==> src/rtl/fifo_sample_reader.sv <==
// Drains a registered-read sync FIFO into a 2-entry skid buffer and presents sign-extended
// samples over valid/ready. Optional sample counter enabled by FIFO_READER_CNT_EN.
module fifo_sample_reader #(
    parameter int unsigned DATA_W = 16,
    parameter int unsigned OUT_W  = 32,
    parameter int unsigned RD_LAT = 1
) (
    input  logic              clk30x,
    input  logic              rst,
    input  logic              en,
    input  logic              fifo_empty,
    input  logic [DATA_W-1:0] fifo_dout,
    output logic              fifo_rd_cs,
    output logic              fifo_rd_en,
    output logic [OUT_W-1:0]  out_data,
    output logic              out_valid,
    input  logic              out_ready,
`ifdef FIFO_READER_CNT_EN
    output logic [15:0]       sample_cnt,
`endif
    output logic              busy
);

    typedef enum logic [1:0] {StIdle, StRun, StDrain} state_e;

    state_e             state_q, state_d;
    logic [RD_LAT-1:0]  tag_q, tag_d;
    logic [RD_LAT:0]    tag_shift;
    logic [1:0]         occ_q, occ_d;
    logic [OUT_W-1:0]   buf0_q, buf0_d;
    logic [OUT_W-1:0]   buf1_q, buf1_d;
    logic [2:0]         inflight;
    logic               push, pop, credit_ok;
    logic [OUT_W-1:0]   ext_data;

    assign ext_data  = {{(OUT_W-DATA_W){fifo_dout[DATA_W-1]}}, fifo_dout};
    assign push      = tag_q[RD_LAT-1];
    assign out_valid = (occ_q != 2'd0);
    assign out_data  = buf0_q;
    assign pop       = out_valid & out_ready;

    // A slot being popped this cycle is reusable, which is what sustains one sample per cycle.
    assign credit_ok = ({1'b0, occ_q} + inflight) < (3'd2 + {2'b00, pop});

    always_comb begin
        inflight = 3'd0;
        for (int i = 0; i < RD_LAT; i++) begin
            inflight = inflight + {2'b00, tag_q[i]};
        end
    end

    always_comb begin
        state_d    = state_q;
        fifo_rd_cs = (state_q != StIdle);
        busy       = (state_q != StIdle);
        fifo_rd_en = (state_q == StRun) & ~fifo_empty & credit_ok;
        unique case (state_q)
            StIdle:  if (en) state_d = StRun;
            StRun:   if (!en) state_d = StDrain;
            StDrain: begin
                if (en) begin
                    state_d = StRun;
                end else if ((inflight == 3'd0) && (occ_q == 2'd0)) begin
                    state_d = StIdle;
                end
            end
            default: state_d = StIdle;
        endcase
    end

    always_comb begin
        tag_shift = {tag_q, fifo_rd_en};
        tag_d     = tag_shift[RD_LAT-1:0];
    end

    always_comb begin
        buf0_d = buf0_q;
        buf1_d = buf1_q;
        occ_d  = occ_q;
        case ({push, pop})
            2'b10: begin
                if (occ_q == 2'd0) buf0_d = ext_data;
                else               buf1_d = ext_data;
                occ_d = occ_q + 2'd1;
            end
            2'b01: begin
                buf0_d = buf1_q;
                occ_d  = occ_q - 2'd1;
            end
            2'b11: begin
                if (occ_q == 2'd1) begin
                    buf0_d = ext_data;
                end else begin
                    buf0_d = buf1_q;
                    buf1_d = ext_data;
                end
            end
            default: ;
        endcase
    end

    always_ff @(posedge clk30x) begin
        if (rst) begin
            state_q <= StIdle;
            tag_q   <= '0;
            occ_q   <= 2'd0;
            buf0_q  <= '0;
            buf1_q  <= '0;
        end else begin
            state_q <= state_d;
            tag_q   <= tag_d;
            occ_q   <= occ_d;
            buf0_q  <= buf0_d;
            buf1_q  <= buf1_d;
        end
    end

`ifdef FIFO_READER_CNT_EN
    logic [15:0] cnt_q, cnt_d;

    assign cnt_d      = pop ? cnt_q + 16'd1 : cnt_q;
    assign sample_cnt = cnt_q;

    always_ff @(posedge clk30x) begin
        if (rst) cnt_q <= 16'd0;
        else     cnt_q <= cnt_d;
    end
`endif

endmodule

==> config.mk <==
export PLATFORM = sky130hd
export DESIGN_NAME = fifo_sample_reader
export DESIGN_NICKNAME = d
export VERILOG_FILES = /design/src/rtl/fifo_sample_reader.sv
export SDC_FILE = /design/constraint.sdc
export NUM_CORES = 1
export LEC_CHECK = 0
export BUFFER_PORTS_ARGS = -buffer_cell sky130_fd_sc_hd__buf_2
export CORE_UTILIZATION = 30
export CTS_CLUSTER_DIAMETER = 150
export DETAILED_ROUTE_END_ITERATION = 6
export HOLD_SLACK_MARGIN = 0.03
export PLACE_DENSITY = 0.57
export SYNTH_ARGS = -nofsm -noshare
export SYNTH_HDL_FRONTEND = slang
export SYNTH_SLANG_ARGS = --single-unit
==> constraint.sdc <==
create_clock -name clk30x -period 3.6 [get_ports clk30x]
set_clock_uncertainty 0.1 [all_clocks]
set_input_delay 0.54 -clock clk30x [delete_from_list [all_inputs] [get_ports clk30x]]
set_output_delay 0.54 -clock clk30x [all_outputs]
set_load 0.02 [all_outputs]
==> flow_metrics.env, run 1 <==
export IMPL_avgRoutedWirePerCell_um=11.86
export IMPL_cts_buffer_depth=2
export IMPL_yosysSeqAreaShare_pct=39.57
export IMPL_synthDistinctLibCells=29
export IMPL_power_mw=1.368
export IMPL_yosys_area_share_adder_pct=4.011
export IMPL_cts_tree="done"
export IMPL_end_kind="primary output"
export IMPL_hold_viol_final=0
export IMPL_worst_path_buf_inv=2
export IMPL_critPathTopFamily="simple AND/OR/NAND/NOR gates"
export IMPL_syn_inst=207
export IMPL_regToRegSetupSlack_ns=1.37
export IMPL_syn_avg_cell_area_um2=9.042
export IMPL_cp_depth=6
export IMPL_htreeDepth=2
export IMPL_synth_top_family_by_area="simple AND/OR/NAND/NOR gates"
export IMPL_nets=268
export IMPL_hp_class="in2reg"
export IMPL_cts_buffers=5
export IMPL_core_area_um2=5956
export IMPL_postCtsSetupBuffers=0
export IMPL_cp_startpoint="occ_q[0]$_SDFFE_PP0P_"
export IMPL_drc=0
export IMPL_n_fill_cell=630
export IMPL_crit_fanout=5
export IMPL_antenna_found_initial=0
export IMPL_clock_sinks=37
export IMPL_yosysTopAreaCellShare_pct=39.57
export IMPL_num_io_pins=57
export IMPL_period_share_pct=70.30
export IMPL_num_vias=1423
export IMPL_crit_slowest_cell="dfxtp_1"
export IMPL_setup_viol=0
export IMPL_tightestPinTransition_ns=0.9635
export IMPL_ant_nets=0
export IMPL_drtPass1Iterations=5
export IMPL_fin_setup_tns_ns=0
export IMPL_cp_arrival_ns=1.89
export IMPL_crit_end="fifo_rd_en"
export IMPL_drv_slew=0
export IMPL_start_util_pct=31.43
export IMPL_fmax_mhz=395.1
export IMPL_cts_root_buf="clkbuf_8"
export IMPL_worst_r2r_cell_count=6
export IMPL_cap_viol_max_count=0
export IMPL_worstSkewPairLatency_ns=0.29
export IMPL_cts_hold_buf=0
export IMPL_chipWidth_um=80.99
export IMPL_antenna_cells=0
export IMPL_globalRouteOverflowTotal=0
export IMPL_die_h_um=80.99
export IMPL_cp_required_ns=2.96
export IMPL_crit_chain="inv_1 -> ha_1 -> nand2b_1 -> o21ai_0 -> nor4b_2 -> buf_2"
export IMPL_drtIter0Drc=46
export IMPL_fin_hold_ws_ns=0.3292
export IMPL_final_core_util_pct=36.13
export IMPL_startpoint_type="flop"
export IMPL_leakage_nw=0.9143
export IMPL_period_needed_ns=2.531
export IMPL_power_density_nw_per_um2=635.7
export IMPL_ys_warn_count=0
export IMPL_synth_area_leaders="dfxtp_1 40%, buf_4 9.2%, mux2i_1 9.1%, a311oi_2 8.0%, nor2_1 7.4%"
export IMPL_drive_gt1_share_pct=33.06
export IMPL_slew_headroom_pct=35.76
export IMPL_gp_congestion=0.7387
export IMPL_rsz0062_at_grt="false"
export IMPL_area_growth_pct=14.97
export IMPL_synth_area_um2=1872
export IMPL_peakVddDrop_uv=267.8
export IMPL_fp_dieArea_um2=6559
export IMPL_yosys_area_top_type="dfxtp_1"
export IMPL_synth_compound_area_share_pct=14.24
export IMPL_routed_wl_mm=3.761
export IMPL_status="finished clean"
export IMPL_grtUsageTotal_pct=12.16
export IMPL_port_buffers=56
export IMPL_yosys_area_share_simple_pct=19.45
export IMPL_ctsResizeCount=0
export IMPL_grt_pass1_vias=1259
export IMPL_r2r_end="buf1_q[6]$_SDFFE_PP0P_"
export IMPL_rows=28
export IMPL_synth_net_count=234
export IMPL_synth_xor_area_share_pct=0.4679
export IMPL_hpwl_mm=2.676
export IMPL_grt_max_degree=38
export IMPL_synth_seq_cells=37
export IMPL_muxShareOfSynthArea_pct=9.693
export IMPL_drt_vias_per_instance=4.489
export IMPL_reg2reg_from="occ_q[0]$_SDFFE_PP0P_"
export IMPL_worstSetupPathType="reg2out"
export IMPL_clk_pin_slew_ns=0.08
export IMPL_grt_pass1_wl_mm=6.058
export IMPL_cp_slowest_stage_delay_ns=0.40
==> how the worst min path moves through the flow <==
stage	from	to	slack, ns	cells after the start
after floorplan	state_q[1]$_SDFFE_PP0P_	state_q[0]$_SDFFE_PP0P_	0.34	1
after global placement	buf1_q[0]$_SDFFE_PP0P_	out_data[0]$_SDFFE_PP0P_	0.37	2
after detailed placement	buf1_q[0]$_SDFFE_PP0P_	out_data[0]$_SDFFE_PP0P_	0.37	2
after CTS	en	state_q[1]$_SDFFE_PP0P_	0.32	2
after global routing	en	state_q[1]$_SDFFE_PP0P_	0.33	2
final	en	state_q[1]$_SDFFE_PP0P_	0.33	2
==> per-layer routing <==
metal  vias up  GRT usage, %  part of all wire (%)
met4         0         4.821                   1.9
met5         -             0                     0
met1       632         15.08                    46
met3         7         3.708                   5.4
met2        31         19.58                    47
li1        753             -                     -
==> placed cells by master, fill, tap and decap left out, drive strengths merged, types with 2 or more instances in the layout <==
master,synthesis,routed
a211oi,3,3
a311oi,15,15
buf,27,57
clkbuf,3,5
dfxtp,37,37
ha,6,6
inv,5,5
mux2i,17,17
nand2,34,34
nand2b,3,3
nand3,5,5
nor2,37,37
nor2b,2,2
o21ai,2,2
==> report_power, final <==
part           switching, mW  internal [mW]
Clock                  0.158          0.207
Sequential            0.0369          0.464
Combinational          0.328          0.175
Total                  0.522          0.846
==> cells by family after synthesis <==
group,after synthesis
fa+ha+maj,6
simple gates,86
xor+xnor,1
flops,37
buf+inv,35
mux,18
compound gates,24
==> area by class of cell <==
type | instances | area, um^2 | share of cell area [%]
multi-input cells | 135 | 895.9 | 41.63
clock inverters | 3 | 46.29 | 2.151
well taps | 75 | 93.84 | 4.360
repair buffers | 57 | 287.8 | 13.37
inverters | 5 | 18.77 | 0.8721
flip-flops and latches | 37 | 740.7 | 34.42
clock buffers | 5 | 68.82 | 3.198
==> registers in the layout, indices dropped and copies added, names as in the netlist <==
signal / count
buf1_q: 16
out_data: 16
occ_q: 2
state_q: 2
push: 1
==> through the flow <==
step / std cells / setup WS, ns / instance area, um^2
after global placement: 309 / 1.362 / 2037
after floorplan: 207 / 1.499 / 1872
after global routing: 317 / 0.8854 / 2152
after CTS: 317 / 1.028 / 2152
final: 317 / 1.069 / 2152
after detailed placement: 309 / 1.346 / 2037
==> cells in the mapped netlist <==
master and number:
or2_2 1, nand3_1 5, nor2b_2 1, buf_4 23, nand2_1 34, o21ai_0 2, ha_1 6, nor2_1 37
dfxtp_1 37, a211oi_1 3, buf_6 2, a311oi_2 10, nor3_1 1, clkbuf_1 3, nand2b_1 3, mux2i_1 17
and2_1 1, xnor2_1 1, a2111oi_2 1, nor4b_2 1, and3_1 1, inv_1 5, nor2b_1 1, mux2_2 1
buf_2 2, o221ai_1 1, a311oi_1 5, o211ai_1 1, a22o_1 1
(Power assumes the default switching activity.)
==> run 2: changes to the inputs <==
--- a/config.mk
+++ b/config.mk
@@ -10,7 +10,7 @@
 export CTS_CLUSTER_DIAMETER = 150
 export DETAILED_ROUTE_END_ITERATION = 6
 export HOLD_SLACK_MARGIN = 0.03
-export PLACE_DENSITY = 0.57
+export PLACE_DENSITY = 0.59
 export SYNTH_ARGS = -nofsm -noshare
 export SYNTH_HDL_FRONTEND = slang
 export SYNTH_SLANG_ARGS = --single-unit
==> constraint.sdc (replaced) <==
create_clock -name clk30x -period 2.3 [get_ports clk30x]
set_clock_uncertainty 0.1 [all_clocks]
set_input_delay 0.345 -clock clk30x [delete_from_list [all_inputs] [get_ports clk30x]]
set_output_delay 0.345 -clock clk30x [all_outputs]
set_load 0.02 [all_outputs]
==> run 2 against run 1 <==
- clock power is 25% higher
- register-to-register slack lost 0.93 ns
- sequential power is 58% higher
- die area is the same
- largest power group unchanged
- global-route usage is 0.11 points higher
- hold slack worse by 0.19 ns
- worst setup slack got worse by 0.96 ns
==> flow_metrics.env, run 2 (synthesis results as in run 1) <==
export IMPL_final_common_cell="buf_2"
export IMPL_peakVddDrop_uv=354.2
export IMPL_clk_pin_slew_ns=0.07
export IMPL_die_h_um=80.99
export IMPL_antenna_found_initial=0
export IMPL_port_buffers=56
export IMPL_worst_path_buf_inv=2
export IMPL_final_core_util_pct=36.45
export IMPL_cts_hold_buf=0
export IMPL_fin_hold_ws_ns=0.1347
export IMPL_fin_ws_ns=0.1138
export IMPL_end_kind="primary output"
export IMPL_num_io_pins=57
export IMPL_fin_cells=318
export IMPL_fin_setup_tns_ns=0
export IMPL_antenna_cells=0
export IMPL_drv_slew=0
export IMPL_place_inst=311
export IMPL_num_vias=1440
export IMPL_worstSetupPathType="reg2out"
export IMPL_power_density_nw_per_um2=952.1
export IMPL_dp_slack_ns=0.3309
export IMPL_hold_viol_final=0
export IMPL_cp_required_ns=1.86
export IMPL_cts_buffers=5
export IMPL_routed_wl_mm=3.827
export IMPL_gp_congestion=0.8031
export IMPL_globalRouteOverflowTotal=0
export IMPL_worstSkewPairLatency_ns=0.29
export IMPL_rsz0062_at_grt="false"
export IMPL_grt_pass1_vias=1294
export IMPL_grtUsageTotal_pct=12.27
export IMPL_drive_gt1_share_pct=34.98
export IMPL_cp_slowest_stage_delay_ns=0.36
export IMPL_setup_viol=0
export IMPL_cts_root_buf="clkbuf_8"
export IMPL_postLayoutCellArea_um2=2171
export IMPL_ant_nets=0
export IMPL_crit_chain="inv_1 -> ha_2 -> nand2b_2 -> o21ai_0 -> nor4b_4 -> buf_4"
export IMPL_slew_headroom_pct=45.68
export IMPL_fp_dieArea_um2=6559
export IMPL_status="finished clean"
export IMPL_clock_sinks=37
export IMPL_area_growth_pct=15.98
export IMPL_startpoint_type="flop"
export IMPL_rows=28
export IMPL_mostFrequentLayoutCells="55 x buf_2, 37 x nor2_1, 34 x nand2_1, 34 x dfxtp_1, 17 x mux2i_1"
export IMPL_grt_max_degree=38
export IMPL_power_mw=2.067
export IMPL_tightestPinTransition_ns=0.8149
export IMPL_core_area_um2=5956
export IMPL_drc=0
export IMPL_hpwl_mm=2.613
export IMPL_crit_fanout=5
export IMPL_grt_pass1_wl_mm=6.037
export IMPL_leakage_nw=0.9262
export IMPL_drtPass1Iterations=4
export IMPL_crit_slowest_cell="dfxtp_2"
export IMPL_avgRoutedWirePerCell_um=12.03
export IMPL_cts_tree="done"
export IMPL_htreeDepth=2
export IMPL_cts_buffer_depth=2
export IMPL_period_needed_ns=2.186
export IMPL_hp_class="in2reg"
export IMPL_fmax_mhz=457.4
export IMPL_nets=270
export IMPL_critPathTopFamily="simple AND/OR/NAND/NOR gates"
export IMPL_cp_arrival_ns=1.74
export IMPL_placed_area_um2=2064
export IMPL_start_util_pct=31.43
export IMPL_drtIter0Drc=54
export IMPL_drt_vias_per_instance=4.528
export IMPL_period_share_pct=95.05
export IMPL_chipWidth_um=80.99
export IMPL_cap_viol_max_count=0
## run 2: cell types whose count changed in the layout (fill, tap and decap cells not counted), sizes merged
cell,delta
buf,+2
clkbuf,+2
bufinv,-1
clkinv,-1
clkinvlp,-1
## run 2: power breakdown
part,internal [mW],switching [mW]
clock,0.238,0.221
sequential,0.728,0.0606
combinational,0.299,0.521
total,1.26,0.802
## run 2: path summary, 6_finish.rpt
| check | cells past startpoint | to | slack [ns] | startpoint |
|---|---|---|---|---|
| max | 6 | fifo_rd_en | 0.11 | occ_q[1]$_SDFFE_PP0P_ |
| min | 2 | state_q[1]$_SDFFE_PP0P_ | 0.13 | en |
| max reg2reg | 6 | out_data[11]$_SDFFE_PP0P_ | 0.44 | occ_q[0]$_SDFFE_PP0P_ |
| min reg2reg | 1 | state_q[0]$_SDFFE_PP0P_ | 0.38 | state_q[1]$_SDFFE_PP0P_ |
## run 2: area by class of cell
class | instances | area [um^2]
clock buffer | 7 | 86.33
fill | 628 | 3785
inverter | 5 | 18.77
multi-input combinational | 135 | 909.6
sequential | 37 | 744.5
tap | 75 | 93.84
timing repair buffer | 59 | 317.8
## run 2: metal layers
layer	wire length, um	part of all wire, %	GRT usage [%]
met1	1760	46	14.84
met2	1808	47	20.00
met3	192	5.0	4.382
met4	65	1.7	4.286
met5	0	0	0
## run 2: repair_timing
| action | in CTS | in global routing |
|---|---|---|
| setup buffers | 0 | 0 |
| endpoints found under the setup margin | 0 | 1 |
| gates resized for setup | 0 | 7 |
==> run 3: changes to the inputs <==
--- a/config.mk
+++ b/config.mk
@@ -6,11 +6,14 @@
 export NUM_CORES = 1
 export LEC_CHECK = 0
 export BUFFER_PORTS_ARGS = -buffer_cell sky130_fd_sc_hd__buf_2
+export CELL_PAD_IN_SITES_DETAIL_PLACEMENT = 0
+export CELL_PAD_IN_SITES_GLOBAL_PLACEMENT = 1
+export CORE_MARGIN = 5
 export CORE_UTILIZATION = 30
 export CTS_CLUSTER_DIAMETER = 150
 export DETAILED_ROUTE_END_ITERATION = 6
 export HOLD_SLACK_MARGIN = 0.03
-export PLACE_DENSITY = 0.59
+export PLACE_DENSITY = 0.74
 export SYNTH_ARGS = -nofsm -noshare
 export SYNTH_HDL_FRONTEND = slang
 export SYNTH_SLANG_ARGS = --single-unit
==> run 3 against run 2 <==
- worst setup slack better by 0.068 ns
- critical endpoint unchanged
- register-to-register slack better by 0.05 ns
- total power up 5.6%
- flip-flop and latch count stayed put
- highest routed layer unchanged
- via count decreased by 0.63%
- largest cell class unchanged
- first-iteration DRC count fell by 33%
- sequential power decreased by 0.6%
==> flow_metrics.env, run 3 (synthesis results as in run 1) <==
export IMPL_status="finished clean"
export IMPL_chipWidth_um=88.99
export IMPL_cp_required_ns=1.86
export IMPL_setup_viol=0
export IMPL_cp_arrival_ns=1.67
export IMPL_drv_slew=0
export IMPL_cts_tree="done"
export IMPL_worstSetupPathType="reg2out"
export IMPL_crit_chain="inv_1 -> ha_1 -> nand2b_4 -> o21ai_1 -> nor4b_4 -> buf_4"
export IMPL_fp_dieArea_um2=7919
export IMPL_hp_start="en"
export IMPL_die_h_um=88.99
export IMPL_rsz0062_at_grt="false"
export IMPL_clock_sinks=37
export IMPL_hp_class="in2reg"
export IMPL_grt_pass1_vias=1397
export IMPL_fin_cells=320
export IMPL_r2r_end="out_data[5]$_SDFFE_PP0P_"
export IMPL_rows=28
export IMPL_hold_viol_final=0
export IMPL_core_area_um2=5991
export IMPL_crit_slowest_cell="dfxtp_2"
export IMPL_avgRoutedWirePerCell_um=12.53
export IMPL_cts_root_buf="clkbuf_8"
export IMPL_grtUsageTotal_pct=10.29
export IMPL_ant_nets=0
export IMPL_globalRouteOverflowTotal=0
export IMPL_cts_hold_buf=0
export IMPL_drt_vias_per_instance=4.472
export IMPL_cts_buffer_depth=2
export IMPL_period_needed_ns=2.118
export IMPL_drc=0
export IMPL_cap_viol_max_count=0
export IMPL_start_util_pct=31.24
export IMPL_final_common_cell="buf_2"
export IMPL_worst_r2r_cell_count=6
export IMPL_end_kind="primary output"
export IMPL_drive_gt1_share_pct=35.10
export IMPL_cts_buffers=5
export IMPL_mostFrequentLayoutCells="55 x buf_2, 37 x nor2_1, 35 x dfxtp_1, 34 x nand2_1, 17 x mux2i_1"
export IMPL_antenna_found_initial=0
export IMPL_final_core_util_pct=36.86
export IMPL_htreeDepth=2
export IMPL_port_buffers=56
export IMPL_grt_pass1_wl_mm=6.430
export IMPL_clk_pin_slew_ns=0.07
export IMPL_num_io_pins=57
export IMPL_tightestPinTransition_ns=0.7970
export IMPL_slew_headroom_pct=46.87
export IMPL_area_growth_pct=17.98
export IMPL_holdPathEnd="state_q[1]$_SDFFE_PP0P_"
export IMPL_worstSkewPairLatency_ns=0.28
export IMPL_peakVddDrop_uv=398.2
export IMPL_drtPass1Iterations=4
export IMPL_crit_fanout=5
export IMPL_num_vias=1431
export IMPL_routed_wl_mm=4.008
export IMPL_drtIter0Drc=36
export IMPL_gp_congestion=0.7981
export IMPL_power_density_nw_per_um2=988.3
export IMPL_place_inst=312
export IMPL_nets=271
export IMPL_grt_max_degree=38
export IMPL_fin_setup_tns_ns=0
export IMPL_leakage_nw=0.9500
export IMPL_period_share_pct=92.11
export IMPL_fmax_mhz=472.0
export IMPL_hold_depth=2
export IMPL_cp_slowest_stage_delay_ns=0.37
export IMPL_regToRegSetupSlack_ns=0.49
export IMPL_reg2reg_from="occ_q[0]$_SDFFE_PP0P_"
export IMPL_startpoint_type="flop"
export IMPL_antenna_cells=0
export IMPL_hpwl_mm=2.869
-- run 3: cell types whose count changed in the layout (fill, tap and decap cells not counted), sizes merged --
cell	before	now
clkinv	0	1
clkinvlp	0	1
buf	59	60
clkbuf	7	5
bufinv	0	1
-- run 3: report_power, final --
part / total [mW] / leakage (nW) / switching (mW) / internal [mW]
clock network: 0.564 / 0.0543 / 0.239 / 0.324
registers: 0.784 / 0.302 / 0.0567 / 0.728
logic: 0.834 / 0.594 / 0.530 / 0.304
total: 2.18 / 0.950 / 0.826 / 1.36
-- run 3: how the worst max path moves through the flow --
stage,start,endpoint,depth (start not counted)
after floorplan,occ_q[0]$_SDFFE_PP0P_,fifo_rd_en,5
after global placement,occ_q[0]$_SDFFE_PP0P_,fifo_rd_en,6
after detailed placement,occ_q[0]$_SDFFE_PP0P_,fifo_rd_en,6
after CTS,occ_q[0]$_SDFFE_PP0P_,fifo_rd_en,6
after global routing,occ_q[0]$_SDFFE_PP0P_,fifo_rd_en,6
final,occ_q[0]$_SDFFE_PP0P_,fifo_rd_en,6
-- run 3: timing repair --
| item | in CTS | in global routing |
|---|---|---|
| endpoints found under the setup margin | 1 | 1 |
| setup buffers | 0 | 0 |
| gates resized for setup | 2 | 5 |
-- run 3: metal layers --
metal	share of wire, %	vias up	GRT usage (%)
met1	45	639	12.30
li1	-	761	-
met2	48	26	17.75
met3	5.3	5	2.673
met4	1.2	0	3.789
met5	0	-	0
-- run 3: worst max-delay path: cells and delay by family (launching register included) --
family | cells | cell delay (ns)
flip-flops | 1 | 0.37
AND/OR/NAND/NOR | 2 | 0.39
adder cells (fa/ha/maj) | 1 | 0.24
AO/OA/AOI/OAI | 1 | 0.13
buffers and inverters | 2 | 0.26
-- run 3: layout make-up --
type / instances / area [um^2]
Clock buffer: 5 / 68.82
Clock inverter: 3 / 46.29
Fill cell: 615 / 3782
Inverter: 5 / 18.77
Multi-Input combinational cell: 135 / 912.1
Sequential cell: 37 / 743.2
Tap cell: 75 / 93.84
Timing Repair Buffer: 60 / 325.3
-- run 3: through the flow --
| step | cell area, um^2 | setup WS (ns) | hold WS (ns) | total power [mW] |
|---|---|---|---|---|
| 2_1_floorplan | 1872 | 0.3936 | 0.3235 | 1.482 |
| 3_3_place_gp | 2072 | 0.3875 | 0.3597 | 1.617 |
| 3_5_place_dp | 2072 | 0.2885 | 0.3707 | 1.627 |
| 4_1_cts | 2190 | 0.02572 | 0.1324 | 2.203 |
| 5_1_grt | 2208 | 0.05935 | 0.1485 | 2.315 |
| 6_report | 2208 | 0.1815 | 0.1385 | 2.182 |
